File: src/rtl/iommu_reg_pkg.sv
// Shared types and constants for the IOMMU register-bus arbiter.
// Regbus request/response structs are the defaults for the arbiter's type parameters.
package iommu_reg_pkg;

  typedef enum logic {ARB_IDLE, ARB_BUSY} reg_arb_state_e;

  localparam int unsigned ARB_DEF_TIMEOUT = 256;

  typedef struct packed {
    logic [31:0] addr;
    logic        write;
    logic [31:0] wdata;
    logic [3:0]  wstrb;
    logic        valid;
  } reg_req_t;

  typedef struct packed {
    logic [31:0] rdata;
    logic        error;
    logic        ready;
  } reg_rsp_t;

endpackage

File: src/rtl/iommu_reg_arb_rr.sv
// Rotate-priority picker: returns the first valid requester at or after rr_ptr_i,
// wrapping modulo N_REQ.
module iommu_reg_arb_rr #(
  parameter int unsigned N_REQ = 2,
  localparam int unsigned IDX_W = (N_REQ > 1) ? $clog2(N_REQ) : 1
) (
  input  logic [N_REQ-1:0] valid_i,
  input  logic [IDX_W-1:0] rr_ptr_i,
  output logic [IDX_W-1:0] idx_o,
  output logic             any_valid_o
);

  localparam int unsigned PW = IDX_W + 1;

  logic [IDX_W-1:0] cand [N_REQ];
  logic [N_REQ-1:0] cand_valid;

  // cand[gi] is the requester with priority rank gi; rr_ptr_i < N_REQ so one wrap suffices
  for (genvar gi = 0; gi < N_REQ; gi++) begin : g_cand
    logic [PW-1:0] sum;
    assign sum            = {1'b0, rr_ptr_i} + PW'(gi);
    assign cand[gi]       = (sum >= PW'(N_REQ)) ? IDX_W'(sum - PW'(N_REQ)) : IDX_W'(sum);
    assign cand_valid[gi] = valid_i[cand[gi]];
  end

  always_comb begin
    idx_o       = '0;
    any_valid_o = 1'b0;
    for (int i = N_REQ - 1; i >= 0; i--) begin
      if (cand_valid[i]) begin
        idx_o       = cand[i];
        any_valid_o = 1'b1;
      end
    end
  end

endmodule

File: src/rtl/iommu_reg_arb.sv
// Round-robin arbiter serialising N_REQ reg-bus masters onto one register map,
// one access outstanding, with a watchdog that forces an error response.
module iommu_reg_arb
  import iommu_reg_pkg::*;
#(
  parameter int unsigned N_REQ          = 2,
  parameter int unsigned TIMEOUT_CYCLES = ARB_DEF_TIMEOUT,
  parameter type         reg_req_t      = iommu_reg_pkg::reg_req_t,
  parameter type         reg_rsp_t      = iommu_reg_pkg::reg_rsp_t,
  localparam int unsigned IDX_W = (N_REQ > 1) ? $clog2(N_REQ) : 1
) (
  input  logic             clk_i,
  input  logic             rst_ni,
  input  reg_req_t         req_i [N_REQ],
  output reg_rsp_t         rsp_o [N_REQ],
  output reg_req_t         req_o,
  input  reg_rsp_t         rsp_i,
  output logic             busy_o,
  output logic [IDX_W-1:0] gnt_idx_o,
  output logic             timeout_o
);

  localparam int unsigned WD_W = ($clog2(TIMEOUT_CYCLES + 1) > 1) ? $clog2(TIMEOUT_CYCLES + 1) : 1;
  localparam logic [WD_W-1:0] WD_LAST = WD_W'((TIMEOUT_CYCLES > 0) ? TIMEOUT_CYCLES - 1 : 0);

  reg_arb_state_e   state_q, state_d;
  logic [IDX_W-1:0] rr_q, rr_d;
  logic [IDX_W-1:0] gnt_q, gnt_d;
  logic [WD_W-1:0]  wd_q, wd_d;

  logic [N_REQ-1:0] req_valid;
  logic [IDX_W-1:0] pick_idx;
  logic             pick_any;
  logic [IDX_W-1:0] rr_nxt;
  logic             wd_expire;
  reg_rsp_t         rsp_sel;
  logic             rsp_route;

  for (genvar gi = 0; gi < N_REQ; gi++) begin : g_io
    assign req_valid[gi] = req_i[gi].valid;
    assign rsp_o[gi]     = (rsp_route && (gnt_q == IDX_W'(gi))) ? rsp_sel : reg_rsp_t'('0);
  end

  iommu_reg_arb_rr #(.N_REQ(N_REQ)) u_rr (
    .valid_i     (req_valid),
    .rr_ptr_i    (rr_q),
    .idx_o       (pick_idx),
    .any_valid_o (pick_any)
  );

  assign rr_nxt    = (gnt_q == IDX_W'(N_REQ - 1)) ? '0 : gnt_q + IDX_W'(1);
  assign wd_expire = (TIMEOUT_CYCLES != 0) && (wd_q == WD_LAST);
  assign busy_o    = (state_q == ARB_BUSY);
  assign gnt_idx_o = gnt_q;

  always_comb begin
    state_d   = state_q;
    rr_d      = rr_q;
    gnt_d     = gnt_q;
    wd_d      = wd_q;
    req_o     = '0;
    rsp_sel   = '0;
    rsp_route = 1'b0;
    timeout_o = 1'b0;
    case (state_q)
      ARB_IDLE: begin
        if (pick_any) begin
          gnt_d   = pick_idx;
          wd_d    = '0;
          state_d = ARB_BUSY;
        end
      end
      ARB_BUSY: begin
        if (!req_i[gnt_q].valid) begin
          // master withdrew mid-access: drop it silently, but it still loses its turn
          rr_d    = rr_nxt;
          wd_d    = '0;
          state_d = ARB_IDLE;
        end else begin
          req_o       = req_i[gnt_q];
          req_o.valid = 1'b1;
          rsp_route   = 1'b1;
          rsp_sel     = rsp_i;
          if (rsp_i.ready) begin
            rr_d    = rr_nxt;
            wd_d    = '0;
            state_d = ARB_IDLE;
          end else if (wd_expire) begin
            req_o.valid   = 1'b0;
            rsp_sel.rdata = '0;
            rsp_sel.error = 1'b1;
            rsp_sel.ready = 1'b1;
            timeout_o     = 1'b1;
            rr_d          = rr_nxt;
            wd_d          = '0;
            state_d       = ARB_IDLE;
          end else if (wd_q != '1) begin
            wd_d = wd_q + WD_W'(1);
          end
        end
      end
      default: state_d = ARB_IDLE;
    endcase
  end

  always_ff @(posedge clk_i or negedge rst_ni) begin
    if (!rst_ni) begin
      state_q <= ARB_IDLE;
      rr_q    <= '0;
      gnt_q   <= '0;
      wd_q    <= '0;
    end else begin
      state_q <= state_d;
      rr_q    <= rr_d;
      gnt_q   <= gnt_d;
      wd_q    <= wd_d;
    end
  end

endmodule

File: config.mk
export PLATFORM = sky130hd
export DESIGN_NAME = iommu_reg_arb
export DESIGN_NICKNAME = d
export VERILOG_FILES = /design/src/rtl/iommu_reg_pkg.sv /design/src/rtl/iommu_reg_arb_rr.sv /design/src/rtl/iommu_reg_arb.sv
export SDC_FILE = /design/constraint.sdc
export NUM_CORES = 1
export LEC_CHECK = 0
export ABC_AREA = 1
export CAP_MARGIN = 20
export CORE_AREA = 2 2 122 124
export DETAILED_ROUTE_END_ITERATION = 16
export DIE_AREA = 0 0 124 126
export DONT_BUFFER_PORTS = 1
export GPL_ROUTABILITY_DRIVEN = 0
export PLACE_DENSITY = 0.35
export SYNTH_ARGS = -nofsm -noshare
export SYNTH_HDL_FRONTEND = slang
export SYNTH_SLANG_ARGS = --single-unit
File: constraint.sdc
create_clock -name clk_i -period 1.4 [get_ports clk_i]
set_input_delay 0.14 -clock clk_i [delete_from_list [all_inputs] [get_ports clk_i]]
set_output_delay 0.14 -clock clk_i [all_outputs]
set_load 0.02 [all_outputs]
==> impl_metrics.json <==
{
  "status": "finished, violations left",
  "violations": "setup timing",
  "wl_per_cell_um": 20.00,
  "layout_commonest_cell": "nand3_4",
  "clk_latency_ns": 0.25,
  "drive_above_1_share": 0.8382,
  "cap_violations": 0,
  "path_clk_slew_ns": 0.05,
  "area_growth_pct": 148.5,
  "place_ws_ns": -0.2734,
  "critical_path_arrival_ns": 1.77,
  "tightest_slew_ns": 0.6676,
  "grt_max_degree": 32,
  "ys_ff_latch": 12,
  "path_class": "reg -> out",
  "power_frac_comb": 0.925,
  "multiInputGateArea_sq_um": 4767,
  "num-fill-cells": 1274,
  "peakVddDrop_uv": 952.7,
  "overflow": 0,
  "path_cells": "ha_2 > nand2_2 > nor2_4 > nand3_4 > nor2_8 > nor2_8 > buf_4 > buf_12 > nand2_4 > nor2_4",
  "postSynthAreaPerCell_sq_um": 6.220,
  "period_minus_slack_ns": 1.909,
  "clk_path_buf_depth": 2,
  "hold_viol_final": 0,
  "mostFrequentLayoutCells": "nand3_4, nand2_4, nor2_4",
  "fin_util": 0.4913,
  "switchingPower_mw": 8.212,
  "cts-htree-levels": 1,
  "dp_hpwl_um": 10050,
  "finalSetupViolCount": 150,
  "cp-end-kind": "output pin",
  "regArea_sq_um": 304.0,
  "internal_power_mw": 6.185,
  "seqPwrFrac": 0.033,
  "start_util": 0.1977,
  "syn_nets": 632,
  "clock_sinks": 12,
  "die_w_um": 124,
  "startpoint": "wd_q[1]$_DFFE_PN0P_",
  "min-delay-start": "req_i[0]",
  "drc": 0,
  "r2r-start": "gnt_idx_o$_DFFE_PN0P_",
  "root_buffer": "clkbuf_16",
  "cts_tree": "built",
  "nets": 691,
  "cp_max_fo": 8,
  "power_density_nw_per_um2": 2047,
  "yosysWarnings": 0,
  "dieHeight_um": 126,
  "fmax_mhz": 523.8,
  "io_buffers": 0,
  "viasPerCell": 4.960,
  "ys_seq_area_frac": 0.1061,
  "syn_inst": 455,
  "drt_pass1_iterations": 4,
  "hold_class": "in -> reg",
  "drt-initial-drc-count": 94,
  "yosysUniqueCellTypes": 33,
  "period_share": 1.364,
  "max_slew_margin": 0.5535,
  "crit_slowest_cell": "dfrtp_1",
  "grt_first_pass_wirelength_um": 20510,
  "setup_ws_ns": -0.5090,
  "final_max_slew_viol_count": 0,
  "track_usage": 0.1667,
  "pwr-share-clk": 0.042,
  "die-area_sq_um": 15620,
  "slowest_delay_ns": 0.38,
  "skew_ns": 0.003280,
  "num_rows": 44,
  "grt_pass1_vias": 3660,
  "io-pin-count": 317,
  "p_leak_nw": 2.377,
  "postRouteAntennaNets": 0,
  "core_sq_um": 14310,
  "netSwitchingFraction": 0.5704,
  "antenna_found_initial": 0,
  "num_antenna_cells": 0,
  "cp.required_ns": 1.26,
  "drt-total-wl_um": 13940,
  "critical_path.startpoint_type": "flop",
  "via_count": 3457,
  "synthesis.area_sq_um": 2830,
  "numCtsBuffers": 3,
  "rsz0062_at_grt": "yes"
}
-- metrics by stage --
step                setup TNS [ns]  hold slack, ns  power, mW  cell area [sq um]  instances
global route                -72.58         0.09062      15.16               7033        697
detailed placement          -25.06         -0.1552      9.906               5276        651
finish                      -62.97         0.05377      14.40               7033        697
global placement            -22.30         -0.1552      9.849               5276        651
floorplan                   -20.45         -0.1556      8.796               4905        455
CTS                         -64.04         0.05889      14.18               6764        691
-- final timing paths --
kind / endpoint / slack (ns) / cells after the start
setup / recovery: rsp_o[8] / -0.51 / 10
hold / removal: gnt_idx_o$_DFFE_PN0P_ / 0.05 / 2
setup reg to reg: wd_q[7]$_DFFE_PN0P_ / -0.36 / 12
hold reg to reg: rr_q$_DFFE_PN0P_ / 0.50 / 2
max in group asynchronous: gnt_idx_o$_DFFE_PN0P_ / 0.54 / 1
min in group asynchronous: wd_q[8]$_DFFE_PN0P_ / 0.37 / 1
-- cell usage after synthesis --
| library cell | number | area [sq um] |
|---|---|---|
| nor2_4 | 2 | 22.52 |
| clkbuf_1 | 14 | 52.55 |
| clkbuf_8 | 3 | 41.29 |
| o21ai_1 | 5 | 25.02 |
| buf_6 | 3 | 33.78 |
| nand4_1 | 4 | 25.02 |
| inv_2 | 2 | 7.510 |
| o21ai_0 | 1 | 5.000 |
| buf_2 | 2 | 10.01 |
| a21oi_1 | 5 | 25.02 |
| nor3b_1 | 1 | 7.510 |
| nor3_1 | 2 | 10.01 |
| dlymetal6s2s_1 | 1 | 12.51 |
| ha_1 | 1 | 12.51 |
| nand3_4 | 2 | 35.03 |
| inv_4 | 1 | 6.260 |
| o211ai_1 | 1 | 7.510 |
| buf_12 | 3 | 60.06 |
| buf_4 | 12 | 90.09 |
| buf_1 | 3 | 11.26 |
| or2_2 | 1 | 6.260 |
| nor2_8 | 2 | 40.04 |
| nand2_1 | 99 | 371.6 |
| nand2_2 | 3 | 18.77 |
| nor2_2 | 58 | 362.9 |
| dfrtp_1 | 12 | 300.3 |
| nand2_4 | 29 | 326.6 |
| nand2_8 | 1 | 20.02 |
| inv_1 | 16 | 60.06 |
| nand3_1 | 144 | 720.7 |
| dlygate4sd1_1 | 1 | 8.760 |
| nor2_1 | 18 | 67.56 |
| xor2_1 | 3 | 26.28 |
-- sequential cells by signal (all words and copies together) (netlist names) --
register,count
wd_q,9
busy_o,1
rr_q,1
gnt_idx_o,1
-- cell families after synthesis --
logic type,count (synthesis),share of synthesized area
XOR/XNOR,3,0.009286
AND/OR/NAND/NOR,366,0.7188
flip-flops,12,0.1061
adder cells (fa/ha/maj),1,0.004420
buffers and inverters,61,0.1393
AO/OA/AOI/OAI,12,0.02210
-- critical path: cells and delay by family (launching register included) --
kind                     cells  cell delay (ns)
AND/OR/NAND/NOR              7             0.66
flip-flops                   1             0.38
buffers and inverters        2             0.29
adder cells (fa/ha/maj)      1             0.20
-- cell type report --
type	instances	share of cell area
Sequential cell	12	0.04323
Inverter	19	0.01263
Clock buffer	4	0.01263
Multi-Input combinational cell	382	0.6778
Tap cell	184	0.03273
Timing Repair Buffer	96	0.2210
-- routing by layer --
layer  global-route usage  vias to the layer above  routed length [um]
met5                    0                        -                   0
met4              0.01652                        0                  73
met3              0.03714                        7                1264
met2               0.3374                      171                8114
met1               0.1764                     1640                4486
li1                     -                     1639                   -
-- power groups by stage --
stage	Sequential [mW]	Clock (mW)	Combinational [mW]
after floorplan	0.479	0	8.32
after global placement	0.479	0	9.37
after detailed placement	0.481	0	9.43
after CTS	0.473	0.617	13.1
after global routing	0.483	0.631	14.0
final	0.480	0.607	13.3
-- repair_timing --
action / 4_1_cts / 5_1_grt
gates resized for setup: 150 / 39
cloned: 15 / 4
endpoints found under the setup margin: 149 / 151
pin swaps: 69 / 54
hold buffers: 1 / 0
setup buffers: 20 / 8
endpoints found under the hold margin: 12 / 0
Power figures use the tool's default switching activity.
